### src/rtl/time_keeper_bcd_pkg.sv
// time_pkg: shared constants and helpers for the BCD timekeeper.
//   SEC_MOD/MIN_MOD/HOUR_MOD : field moduli
//   SEC_W/MIN_W/HOUR_W       : binary field widths
//   to_bcd2                  : binary 0..99 -> tens/ones BCD
//   to_12h                   : 24 h hour -> 12 h display hour + pm flag
package time_pkg;

  localparam int SEC_MOD  = 60;
  localparam int MIN_MOD  = 60;
  localparam int HOUR_MOD = 24;

  localparam int SEC_W  = 6;
  localparam int MIN_W  = 6;
  localparam int HOUR_W = 5;

  typedef struct packed {
    logic [3:0] tens;
    logic [3:0] ones;
  } bcd2_t;

  typedef struct packed {
    logic [HOUR_W-1:0] hour;
    logic              pm;
  } disp_hour_t;

  function automatic bcd2_t to_bcd2(input logic [6:0] bin);
    bcd2_t r;
    r.tens = 4'(bin / 7'd10);
    r.ones = 4'(bin % 7'd10);
    return r;
  endfunction

  // Midnight shows as 12 AM, noon as 12 PM.
  function automatic disp_hour_t to_12h(input logic [HOUR_W-1:0] hour);
    disp_hour_t r;
    r.hour = hour;
    r.pm   = 1'b0;
    if (hour == '0) begin
      r.hour = HOUR_W'(12);
    end else if (hour >= HOUR_W'(12)) begin
      r.pm = 1'b1;
      if (hour > HOUR_W'(12)) r.hour = hour - HOUR_W'(12);
    end
    return r;
  endfunction

endpackage

### src/rtl/time_keeper_bcd_wrap_counter.sv
// wrap_counter: modulo-MOD up/down counter used for each time field.
//   clk, rst (sync, active low, loads RST_VAL)
//   clr   : synchronous clear to 0 (priority over en)
//   en    : step enable
//   dn    : 1 = count down, 0 = count up
//   count : current value
//   wrap  : combinational, high when this step wraps the field
module wrap_counter #(
  parameter int W       = 6,
  parameter int MOD     = 60,
  parameter int RST_VAL = 0
) (
  input  logic         clk,
  input  logic         rst,
  input  logic         clr,
  input  logic         en,
  input  logic         dn,
  output logic [W-1:0] count,
  output logic         wrap
);

  localparam logic [W-1:0] LAST = W'(MOD - 1);

  assign wrap = en & (dn ? (count == '0) : (count == LAST));

  always_ff @(posedge clk) begin
    if (!rst) begin
      count <= W'(RST_VAL);
    end else if (clr) begin
      count <= '0;
    end else if (en) begin
      if (dn) count <= (count == '0) ? LAST : count - W'(1);
      else    count <= (count == LAST) ? '0 : count + W'(1);
    end
  end

endmodule

### src/rtl/time_keeper_bcd.sv
// time_keeper_bcd: prescaled seconds tick driving a 24 h sec/min/hour chain,
// with hour/minute adjust, 12/24 h BCD display, and a day-rollover pulse.
//   clk, rst (sync, active low)
//   adjust, sel_hour, up, down : field adjust controls
//   mode_12h                   : display format select
//   H1,H2,M1,M2,S1,S2,pm       : combinational BCD display
//   sec_tick, day_wrap         : registered one-cycle pulses
// Optional macro ALARM_MATCH_EN adds alarm_hour, alarm_min, alarm_arm inputs
// and the registered alarm_hit pulse.
module time_keeper_bcd
  import time_pkg::*;
#(
  parameter int TICK_DIV   = 100_000_000,
  parameter int RESET_HOUR = 0,
  parameter int RESET_MIN  = 0
) (
  input  logic       clk,
  input  logic       rst,
  input  logic       adjust,
  input  logic       sel_hour,
  input  logic       up,
  input  logic       down,
  input  logic       mode_12h,
  output logic [1:0] H1,
  output logic [3:0] H2,
  output logic [2:0] M1,
  output logic [3:0] M2,
  output logic [2:0] S1,
  output logic [3:0] S2,
  output logic       pm,
  output logic       sec_tick,
  output logic       day_wrap
`ifdef ALARM_MATCH_EN
  ,
  input  logic [HOUR_W-1:0] alarm_hour,
  input  logic [MIN_W-1:0]  alarm_min,
  input  logic              alarm_arm,
  output logic              alarm_hit
`endif
);

  localparam int PW = (TICK_DIV > 1) ? $clog2(TICK_DIV) : 1;
  localparam logic [PW-1:0] PS_LAST = PW'(TICK_DIV - 1);

  logic [PW-1:0]     prescaler;
  logic              tick;
  logic              tick_run;
  logic              adj_step;
  logic [SEC_W-1:0]  sec;
  logic [MIN_W-1:0]  min;
  logic [HOUR_W-1:0] hour;
  logic              sec_wrap, min_wrap, hour_wrap;
  logic              min_en, hour_en;
  disp_hour_t        h12;
  logic [HOUR_W-1:0] disp_hour;
  bcd2_t             hour_bcd, min_bcd, sec_bcd;

  // With TICK_DIV=1 the prescaler sits at 0 and PS_LAST is 0: tick every cycle.
  assign tick     = (prescaler == PS_LAST);
  assign tick_run = tick & ~adjust;

  always_ff @(posedge clk) begin
    if (!rst)                  prescaler <= '0;
    else if (adjust || tick)   prescaler <= '0;
    else                       prescaler <= prescaler + PW'(1);
  end

  // up and down together cancel; a step exists only when exactly one is high.
  assign adj_step = up ^ down;
  assign min_en   = adjust ? (~sel_hour & adj_step) : sec_wrap;
  // min_wrap can fire while adjusting minutes; it must not carry into hours.
  assign hour_en  = adjust ? (sel_hour & adj_step) : min_wrap;

  wrap_counter #(.W(SEC_W), .MOD(SEC_MOD), .RST_VAL(0)) u_sec (
    .clk(clk), .rst(rst), .clr(adjust), .en(tick_run), .dn(1'b0),
    .count(sec), .wrap(sec_wrap)
  );

  wrap_counter #(.W(MIN_W), .MOD(MIN_MOD), .RST_VAL(RESET_MIN)) u_min (
    .clk(clk), .rst(rst), .clr(1'b0), .en(min_en), .dn(adjust & down),
    .count(min), .wrap(min_wrap)
  );

  wrap_counter #(.W(HOUR_W), .MOD(HOUR_MOD), .RST_VAL(RESET_HOUR)) u_hour (
    .clk(clk), .rst(rst), .clr(1'b0), .en(hour_en), .dn(adjust & down),
    .count(hour), .wrap(hour_wrap)
  );

  always_ff @(posedge clk) begin
    if (!rst) begin
      sec_tick <= 1'b0;
      day_wrap <= 1'b0;
    end else begin
      sec_tick <= tick_run;
      day_wrap <= ~adjust & hour_wrap;
    end
  end

`ifdef ALARM_MATCH_EN
  logic [MIN_W-1:0]  min_next;
  logic [HOUR_W-1:0] hour_next;

  // Compare against the values being loaded so the pulse lines up with sec=0.
  assign min_next  = min_wrap  ? '0 : (sec_wrap ? min + MIN_W'(1)   : min);
  assign hour_next = hour_wrap ? '0 : (min_wrap ? hour + HOUR_W'(1) : hour);

  always_ff @(posedge clk) begin
    if (!rst) alarm_hit <= 1'b0;
    else      alarm_hit <= sec_wrap & ~adjust & alarm_arm &
                           (hour_next == alarm_hour) & (min_next == alarm_min);
  end
`endif

  assign h12       = to_12h(hour);
  assign disp_hour = mode_12h ? h12.hour : hour;
  assign pm        = mode_12h & h12.pm;

  assign hour_bcd = to_bcd2(7'(disp_hour));
  assign min_bcd  = to_bcd2(7'(min));
  assign sec_bcd  = to_bcd2(7'(sec));

  assign H1 = 2'(hour_bcd.tens);
  assign H2 = hour_bcd.ones;
  assign M1 = 3'(min_bcd.tens);
  assign M2 = min_bcd.ones;
  assign S1 = 3'(sec_bcd.tens);
  assign S2 = sec_bcd.ones;

endmodule

### config.mk
export PLATFORM = sky130hd
export DESIGN_NAME = time_keeper_bcd
export DESIGN_NICKNAME = d
export VERILOG_FILES = /design/src/rtl/time_keeper_bcd_pkg.sv /design/src/rtl/time_keeper_bcd_wrap_counter.sv /design/src/rtl/time_keeper_bcd.sv
export SDC_FILE = /design/constraint.sdc
export NUM_CORES = 1
export LEC_CHECK = 0
export ABC_CLOCK_PERIOD_IN_PS = 4900
export BUFFER_PORTS_ARGS = -buffer_cell sky130_fd_sc_hd__buf_2
export CORE_MARGIN = 1
export CORE_UTILIZATION = 32
export DETAILED_ROUTE_END_ITERATION = 16
export GPL_TIMING_DRIVEN = 0
export PLACE_DENSITY = 0.57
export SLEW_MARGIN = 10
export SYNTH_ARGS = -nofsm -noshare
export SYNTH_HDL_FRONTEND = slang
export SYNTH_HIERARCHICAL = 1
export SYNTH_SLANG_ARGS = --single-unit
### constraint.sdc
create_clock -name clk -period 4.9 [get_ports clk]
set_input_delay 1.47 -clock clk [delete_from_list [all_inputs] [get_ports clk]]
set_output_delay 1.47 -clock clk [all_outputs]
set_load 0.01 [all_outputs]
* Yosys cells after proc, flatten, opt, wreduce, memory -nomap -nowiden
Cells that the tools add are included.
** Cells by class
- Add/sub/neg operators :: 7
- $mul :: 0
- Div/mod/pow operators :: 6
- $lt $le $gt $ge :: 2
- Eq/ne operators :: 4
- Shifts and indexed selects :: 0
- Muxes and demuxes :: 16
- Bitwise operators :: 13
- Reduce and logical (&&, ||, !) cells :: 5
** Operators with widths (count)
- $mux 5 :: 6
- $mux 6 :: 5
- $add 27x1->27 const B :: 1
- $eq 27x27->1 const B :: 1
- $div 6x4->7 const B :: 2
- $mod 6x4->7 const B :: 2
- $add 6x1->6 const B :: 2
- $eq 6x6->1 const B :: 2
- $and 1x1->1 :: 9
- $div 5x4->7 const B :: 1
- $mod 5x4->7 const B :: 1
- $logic_not 6->1 :: 1
- $sub 6x1->6 const B :: 1
- $add 5x1->5 const B :: 1
- $eq 5x5->1 const B :: 1
- $ge 5x4->1 const B :: 1
- $gt 5x4->1 const B :: 1
- $logic_not 5->1 :: 1
- $mux 1 :: 5
- $sub 5x1->5 const B :: 1
- $sub 5x4->5 const B :: 1
- $reduce_or 2->1 :: 2
- $not 1->1 :: 3
- $logic_or 1x1->1 :: 1
- $xor 1x1->1 :: 1
** Word-level totals
- Bits in registers :: 46
- Latch bits :: 0
- RAM bits :: 0
- Memory bits (read-only) :: 0
- Input bits :: 7
- Memories kept :: 0

* Longest topological paths before layout
Gate-level depths: netlist of run 1.
- Depth in word-level cells :: 8
- Gate-level depth with buffers :: 16

* Hierarchy
Netlist of run 1, hierarchy kept.
** Modules (own cells, without submodules)
- time_keeper_bcd :: instances 1, cells each 282, area each 2147.1 sq um, sequential area each 580.6 sq um
- wrap_counter at u_min ... :: instances 2, cells each 76, area each 589.3 sq um, sequential area each 120.1 sq um
- wrap_counter at u_hour :: instances 1, cells each 45, area each 382.9 sq um, sequential area each 100.1 sq um

* Worst setup path before layout of run 1
No wires, ideal clock.
- Path type :: in2out
- Start :: input mode_12h
- End :: output H2[2]
- Arrival time :: 3.764 ns
- Setup slack :: -0.334 ns
- Stages on the path :: 12
- Cell sequence :: clkbuf_1 -> nand3b_1 -> a2bb2oi_1 -> or2_2 -> ha_1 -> a41oi_1 -> mux2i_1 -> ha_1 -> o221ai_1 -> nand4_1 -> nand2_1 -> mux2i_1
** On the way
- Word-level cells in the longest chain between the ends :: 2
** Ends and longest elaborated chain
- from (decl) :: line time_keeper_bcd.sv:23 : input logic mode_12h,
- $mux 5 :: line time_keeper_bcd.sv:115 : assign disp_hour = mode_12h ? h12.hour : hour;
- $mod 5x4->7 :: line time_keeper_bcd_pkg.sv:29 : r.ones = 4'(bin % 7'd10);
- to (decl) :: line time_keeper_bcd.sv:25 : output logic [3:0] H2,
Every way passes these cells.

* Worst setup path after layout of run 1
Ends and elaborated chain as after synthesis.

==> results by group, run 1 <==
Logic synthesis
  • Main combinational cell family by area after synthesis: simple AND/OR/NAND/NOR gates
  • Unique cell type count in the Yosys netlist: 68
  • Adder and majority gate portion of the synthesized area: around 5%
  • Predominant post-synthesis flop cell: dfxtp_1
  • Complex-gate fraction of the synthesized area: 19.60%
  • Number of synthesized register bits: 46
  • Number of instances in the synthesized netlist: around 480
  • Sequential element share of the synthesized area: 24.83%
  • Count of flip-flops with a built-in enable after synthesis: 0
  • Area fraction in and, or, nand and nor cells after synthesis: 31.21%
  • Average footprint of a synthesized cell: 7.742 µm²
  • Count of warnings emitted by yosys: 6
  • Proportion of synthesized area in mux cells: 2.834%
  • Mapped Area: 3709 µm²
  • Xor/xnor share of the synthesized area: under 10%
  • Share of flip-flops with an asynchronous set or reset: 0%

Flow run
  • MaxCap Viol Count: 0

Worst setup path
  • Endpoint required time on the critical path: between 3 and 4 ns
  • Kind of end point of the critical path: primary output
  • Critical path start-end classification: input port to primary output
  • Arrival time reported for the critical path endpoint: 3.54 ns
  • Critical-path maximum fanout: 5
  • Setup crit start kind: input port

Timing
  • Worst Slack Setup Final: -0.1132 ns
  • Slew HR: 60.89%
  • Final hold violations: 0
  • Unrepaired setup endpoints after global routing: yes
  • Max Clock Freq: 199.5 MHz
  • Final setup violation count: 2
  • Setup TNS Final: -0.2212 ns
  • Shortest clock period the worst path allows after layout: about 5.0 ns
  • Setup clock skew after layout: roughly 0.0074 ns
  • Worst-Margin Slew: between 0.5 and 0.6 ns
  • Number of slew-limit violations in the final report: 0
  • Tcrit/Tclk final: 102.3%

Final layout
  • Number of nets at the end of the flow: 555
  • Filler Cells Inserted: 1155
  • Final non-filler cell total: 674
  • Fraction of the core area covered by cells at the end of the flow: 39.46%
  • Diode insertion count for antenna repair: 0
  • Fraction of layout cells with a size suffix above 1: 18.91%
  • Synthesis-to-finish area growth: 17.88%

Pwr
  • Net Sw Frac: 25.20%
  • Pwr dens: 190.1 nW/µm²
  • Sequential cell fraction of total power: ~46%
  • Pleak: 1.592 nW
  • Portion of total power attributed to the clock network: between 40% and 50%
  • Cell internal power dissipation: 0.6217 mW
  • Maximum VDD drop: 0.0001400 V
  • Total power: 0.8311 mW
  • Sw power: around 0.21 mW
  • Logic gate share of total power: 14.0%

Clock network
  • H-tree level count: 2
  • Clk slew on worst S/H paths: 0.07 ns
  • TritonCTS Buffers: 5
  • CTS tree: built
  • Clock sinks: 46
  • Clock latency reported for the late side of the worst-skew pair: 0.28 ns
  • Number of hold buffers added after cts: 0
  • Clk buf depth: 2
  • Root Buffer: clkbuf_16

Global route
  • Pin count of the biggest net entering global routing: 15
  • Global-route usage over all layers: 14.87%
  • Gr ovfl total: 0
  • Via count of the first global-routing pass: approximately 3200
  • Initial antenna violation count: 0
  • Wire length of the first global-routing pass: 14.63 mm

Route
  • Initial DRT Pass Iterations: 4
  • Via total after detailed routing: 3454
  • WL per Instance: 12.34 µm
  • Aggregate routed wire length: 8.319 mm
  • First DRT Iteration DRCs: just over 200
  • Residual DRC: 0
  • ANT nets after route: 0
  • Via-to-Cell Ratio: slightly above 5

Placement
  • Inst Count DP: 654
  • Detailed placement HPWL: 5.990 mm
  • Count of input and output buffers: 28
  • Pre-CTS setup slack: -0.2287 ns
  • Final Wtd Congestion: 0.8326

Die
  • I/O pin total: 30
  • Height of the chip: 109.7 µm
  • Total core area: 11080 µm²
  • Floorplan die width: 109.7 µm
  • Standard-cell rows: 38
  • Starting density of the core: 33.48%
  • DIE AREA: 12020 µm²

Worst hold path
  • Class of the most critical hold timing path: register to register

Status
  • Status: finished with violations
  • Failing checks: negative setup slack
logic make-up after synthesis:
group | Yosys count
other | 1
AND/OR/NAND/NOR | 208
flip-flops | 46
multiplexers | 10
adder cells (fa/ha/maj) | 15
buffers and inverters | 52
AO/OA/AOI/OAI | 109
XOR/XNOR | 38
path summary, 6_finish.rpt:
path                            cells after the start  slack, ns              end         start
worst max-delay path                               13      -0.11            H2[2]      mode_12h
worst min-delay path                                1       0.47     prescaler[0]  prescaler[0]
worst max register to register                     16       0.90  u_hour/count[4]  prescaler[5]
worst min register to register                      1       0.47     prescaler[0]  prescaler[0]
critical path, cell delays in order:
cell and delay [ns]:
clkbuf_16 0.11, nand3b_1 0.11, a2bb2oi_2 0.16, or2_4 0.24
ha_4 0.18, a41oi_2 0.18, mux2i_1 0.15, ha_2 0.22
o221ai_2 0.06, nand4_1 0.19, nand2_2 0.13, mux2i_2 0.20
buf_2 0.15
synth_stat cells, types with 6 or more instances:
cell type,n,area [µm²]
nor2_1,64,240.2
dfxtp_1,46,920.9
o21ai_0,32,160.2
nand2_1,31,116.4
inv_1,26,97.59
xor2_1,22,192.7
nand3_1,21,105.1
a21oi_1,20,100.1
xnor2_1,16,140.1
ha_1,15,187.7
nand2b_1,14,87.58
clkbuf_1,11,41.29
a31oi_1,10,62.56
nor3b_1,10,75.07
nand3b_1,9,67.56
mux2i_1,6,60.06
nor2b_1,6,37.54
nor3_1,6,30.03
power groups by stage:
stage               logic [mW]  clock network [mW]  registers, mW
floorplan               0.0788                   0          0.389
global placement         0.101                   0          0.390
finish                   0.116               0.333          0.381
CTS                      0.113               0.343          0.381
global route             0.130               0.360          0.382
detailed placement       0.102                   0          0.390
flip-flops by register name (all words and copies together), names as in the netlist:
register / flops
prescaler: 27
day_wrap: 1
u_sec/count: 6
u_min/count: 6
sec_tick: 1
u_hour/count: 5
routing by layer:
layer  vias up  global-route usage, %  wire (µm)
li1       1799                      -          -
met1      1587                  20.10       4134
met2        62                  24.57       3861
met3         6                  2.015        236
met4         0                  4.286         87
met5         -                      0          0
placed cells by master (no fill, tap or decap), types with 5 or more instances in the layout:
| master | netlist | routed |
|---|---|---|
| nand2b_1 | 14 | 14 |
| o21ai_0 | 32 | 31 |
| clkbuf_1 | 11 | 11 |
| buf_2 | 5 | 33 |
| a21oi_1 | 20 | 20 |
| nand4_1 | 5 | 5 |
| buf_4 | 0 | 11 |
| nor2b_1 | 6 | 6 |
| a21boi_0 | 5 | 5 |
| xor2_1 | 22 | 22 |
| nand3_1 | 21 | 21 |
| nand3b_1 | 9 | 9 |
| nand4b_1 | 5 | 5 |
| and3_1 | 5 | 5 |
| nor3b_1 | 10 | 10 |
| clkbuf_8 | 4 | 5 |
| nand2_1 | 31 | 30 |
| inv_1 | 26 | 26 |
| a31oi_1 | 10 | 10 |
| dfxtp_1 | 46 | 46 |
| nor3_1 | 6 | 6 |
| mux2i_1 | 6 | 5 |
| clkbuf_16 | 0 | 6 |
| conb_1 | 1 | 8 |
| ha_1 | 15 | 13 |
| xnor2_1 | 16 | 16 |
| nor2_1 | 64 | 64 |
metrics by stage:
stage	hold slack [ns]	instance area, µm²
2_1_floorplan	0.4299	3776
3_3_place_gp	0.4516	4091
3_5_place_dp	0.4558	4091
4_1_cts	0.4671	4364
5_1_grt	0.4815	4372
6_report	0.4679	4372
final cells by class:
class                           count  area, µm²  area share, %
Buffer                             26      197.7          4.522
Clock buffer                        6      128.9          2.948
Clock inverter                      2      13.76         0.3148
Inverter                           26      97.59          2.232
Multi-Input combinational cell    388       2601          59.50
Sequential cell                    46      920.9          21.06
Tap cell                          140      175.2          4.007
Timing Repair Buffer               40      236.5          5.409
timing repair:
action,4_1_cts,5_1_grt
endpoints found under the setup margin,4,4
gates resized for setup,6,0
setup buffers,10,1
gates cloned,1,0
pin swaps,5,1
Note: power is estimated with default switching activity, not from simulation.
==> run 2, diff against run 1 <==
SYNTH_HIERARCHICAL = not set   (was 1)
==> run 2 against run 1 <==
The run still ends with negative setup slack left. Global-route usage up 0.97 points. Highest routed layer is now met5. Die area shrank 8.2%. Synthesized area fell by 8.3%. Critical path type unchanged. Largest power group unchanged.
==> results by group, run 2 <==
Logic synthesis
  • Share of flip-flops with an asynchronous set or reset: 0% (unchanged)
  • Unique cell type count in the Yosys netlist: 58 (-15%)
  • Post-Synthesis Net Count: 487
  • Mapped Area: 3400 µm² (-8.3%)
  • Predominant post-synthesis flop cell: dfxtp_1
  • Share of the synthesized area in the top cell type: 27.09% (+2.3 points)
  • Cell accounting for the most synthesized area: dfxtp_1
  • Main area contributors after synthesis: dfxtp_1, nor2_1, ha_1
  • Cell with the most instances after synthesis: nor2_1
  • Number of synthesized register bits: 46 (unchanged)
  • Number of instances in the synthesized netlist: 461 (-3.8%)
  • Top cells by count, synth: nor2_1, nand2_1, dfxtp_1
  • Count of warnings emitted by yosys: 0 (-6)
  • Average footprint of a synthesized cell: 7.374 µm² (-4.8%)
  • Sequential element share of the synthesized area: 27.09% (+2.3 points)
  • Count of flip-flops with a built-in enable after synthesis: 0 (unchanged)

Clock network
  • CTS tree: built
  • H-tree level count: 2 (unchanged)
  • Root Buffer: clkbuf_8
  • Clk slew on worst S/H paths: 0.09 ns (+0.02 ns)
  • Clk buf depth: 2 (unchanged)
  • Clock latency reported for the late side of the worst-skew pair: 0.29 ns (about the same)
  • TritonCTS Buffers: 5 (unchanged)
  • Clock sinks: 46 (unchanged)

Route
  • WL per Instance: 13.72 µm (+11%)
  • Routed length on met1: 4.269 mm (+3.3%)
  • Aggregate routed wire length: 8.850 mm (+6.4%)
  • Met2 wire length: 4.169 mm (+8.0%)
  • Via total after detailed routing: 3359 (-2.8%)
  • Top metal layer carrying routed signals: met5
  • Via-to-Cell Ratio: 5.208 (+1.6%)
  • Initial DRT Pass Iterations: 4 (unchanged)
  • ANT nets after route: 0 (unchanged)
  • First DRT Iteration DRCs: 131 (-37%)
  • Residual DRC: 0 (unchanged)
  • Routed length on met3: 309 µm (+31%)

Die
  • Height of the chip: 105.1 µm (-4.2%)
  • Starting density of the core: 32.93% (-0.55 points)
  • Total core area: 10320 µm² (-6.8%)
  • Floorplan die width: 105.1 µm (-4.2%)
  • Standard-cell rows: 37 (-2.6%)
  • I/O pin total: 30 (unchanged)
  • DIE AREA: 11040 µm² (-8.2%)

Final layout
  • Fraction of the core area covered by cells at the end of the flow: 39.75% (+0.29 points)
  • Number of nets at the end of the flow: 534 (-3.8%)
  • Synthesis-to-finish area growth: 20.72%
  • Diode insertion count for antenna repair: 0 (unchanged)
  • Register ranked first by flip-flop count: prescaler
  • Final non-filler cell total: 645 (-4.3%)
  • Area of all placed cells without fillers: 4104 µm² (-6.1%)
  • Max reg flops: 27 (unchanged)
  • Most frequent standard cell in the layout excluding fill and tap cells: nor2_1
  • Commonest cells after routing, fill and taps aside: nor2_1, nand2_1, dfxtp_1
  • Largest registers ranked by flip-flop count: prescaler: 27 flops, u_min.count: 6 flops, u_sec.count: 6 flops
  • Fraction of layout cells with a size suffix above 1: 17.49% (-1.4 points)

Worst setup path
  • Kind of end point of the critical path: primary output
  • Critical path cell sequence: clkbuf_16, nand3b_1, o311ai_4, nand3_2, ha_4, buf_8, buf_4, nand2_1, o21ai_1, o21ai_2, o22a_1, nor4_2, a21o_1, buf_2
  • Endpoint required time on the critical path: 3.43 ns (about the same)
  • Setup crit start kind: input port
  • FF-to-FF Start: u_min.count[0]
  • Bufs and invs on worst path: 4 (+2)
  • Slowest library cell on the worst path: nor4_2
  • Critical path start-end classification: input port to primary output
  • Critical Path Source: mode_12h
  • Critical-path maximum fanout: 6 (+1)
  • Arrival time reported for the critical path endpoint: 3.68 ns (+0.14 ns)
  • Top Family by Delay on Critical Path: compound AO/OA/AOI/OAI gates
  • Largest stage delay on the critical path: 0.36 ns (+0.12 ns)

Global route
  • Wire length of the first global-routing pass: 14.67 mm (+0.28%)
  • Via count of the first global-routing pass: 3164 (-2.2%)
  • Pin count of the biggest net entering global routing: 15 (unchanged)
  • Gr ovfl total: 0 (unchanged)
  • Initial antenna violation count: 1 (+1)
  • Global-route usage over all layers: 15.83% (+0.97 points)

Placement
  • Inst Count DP: 625 (-4.4%)
  • Count of input and output buffers: 28 (unchanged)
  • Final Wtd Congestion: 0.8333 (about the same)
  • Detailed placement HPWL: 6.108 mm (+2.0%)
  • Cell Area, Placed: 3759 µm² (-8.1%)
  • Pre-CTS setup slack: -0.3522 ns (-0.1235 ns)

Worst hold path
  • Hold Path Origin: prescaler[0]
  • Class of the most critical hold timing path: register to register

Timing
  • Unrepaired setup endpoints after global routing: yes
  • Number of slew-limit violations in the final report: 0 (unchanged)
  • Slew HR: 42.98% (-18 points)
  • Shortest clock period the worst path allows after layout: 5.148 ns (+0.1346 ns)
  • Max Clock Freq: 194.3 MHz (-2.6%)
  • Worst-Margin Slew: 0.8474 ns (+0.2621 ns)
  • Final hold violations: 0 (unchanged)
  • Worst Slack Setup Final: -0.2478 ns (-0.1346 ns)
  • Final setup violation count: 4 (+2)
  • Tcrit/Tclk final: 105.1% (+2.7 points)
  • Min Hold Slack: 0.4509 ns (-0.01703 ns)
  • Setup clock skew after layout: 0.005397 ns (-0.002043 ns)

Pwr
  • Maximum VDD drop: 0.0001015 V (-28%)
  • Pleak: 1.571 nW (-1.3%)
  • Pwr dens: 214.9 nW/µm² (+13%)

Status
  • Status: finished with violations
  • Failing checks: negative setup slack

Flow run
  • MaxCap Viol Count: 0 (unchanged)
## run 2: cell count changes after synthesis, sizes merged, moves of 6 or more
cell	change
nor3b	-10
inv	-8
clkbuf	+6
a31oi	-8
nand2	+16
o21ai	-10
## run 2: path summary, 6_finish.rpt
path / endpoint / slack (ns) / cells past startpoint
setup reg to reg: u_hour.count[0] / 2.30 / 8
hold reg to reg: prescaler[0] / 0.45 / 1
setup / recovery: H2[3] / -0.25 / 14
hold / removal: prescaler[0] / 0.45 / 1
## run 2: report_power, final
part	internal (mW)	switching [mW]
clock	0.152	0.131
combinational	0.0900	0.123
sequential	0.379	0.00628
## run 2: cell families (layout without fill, tap and decap cells)
logic type      Yosys count  after routing  synth area share (%)
compound gates           97             97                 19.40
buf+inv                  47             95                 5.851
flops                    46             46                 27.09
simple gates            211            211                 29.85
fa+ha+maj                19             19                 6.993
mux                       6              6                 1.803
xor+xnor                 35             35                 9.017
## run 2: metrics by stage
stage / setup TNS, ns / power, mW
after floorplan: 0 / 0.5231
after global placement: -0.6298 / 0.5656
after detailed placement: -0.7946 / 0.5687
after CTS: -0.2543 / 0.8761
after global routing: -1.079 / 0.9273
final: -0.6571 / 0.8819
## run 2: final cells by class
class / instances / area (µm²)
Fill cell: 1099 / 6220
Timing Repair Buffer: 41 / 250.2
Tap cell: 136 / 170.2
Clock buffer: 6 / 72.57
Clock inverter: 2 / 37.54
Sequential cell: 46 / 922.1
Multi-Input combinational cell: 368 / 2416
Buffer: 27 / 163.9
Inverter: 19 / 71.32
## run 2: repair_timing
| item | 4_1_cts | 5_1_grt |
|---|---|---|
| gates resized for setup | 19 | 14 |
| hold buffers | 0 | 0 |
| cloned | 1 | 0 |
| setup endpoints to repair | 4 | 7 |
| pin swaps | 11 | 8 |
| buffers inserted | 10 | 2 |
## run 2: metal layers
layer / track usage, % / up-vias
met5: 0 / -
met4: 4.125 / 2
met3: 2.870 / 12
met2: 26.82 / 57
met1: 20.59 / 1574
li1: - / 1714
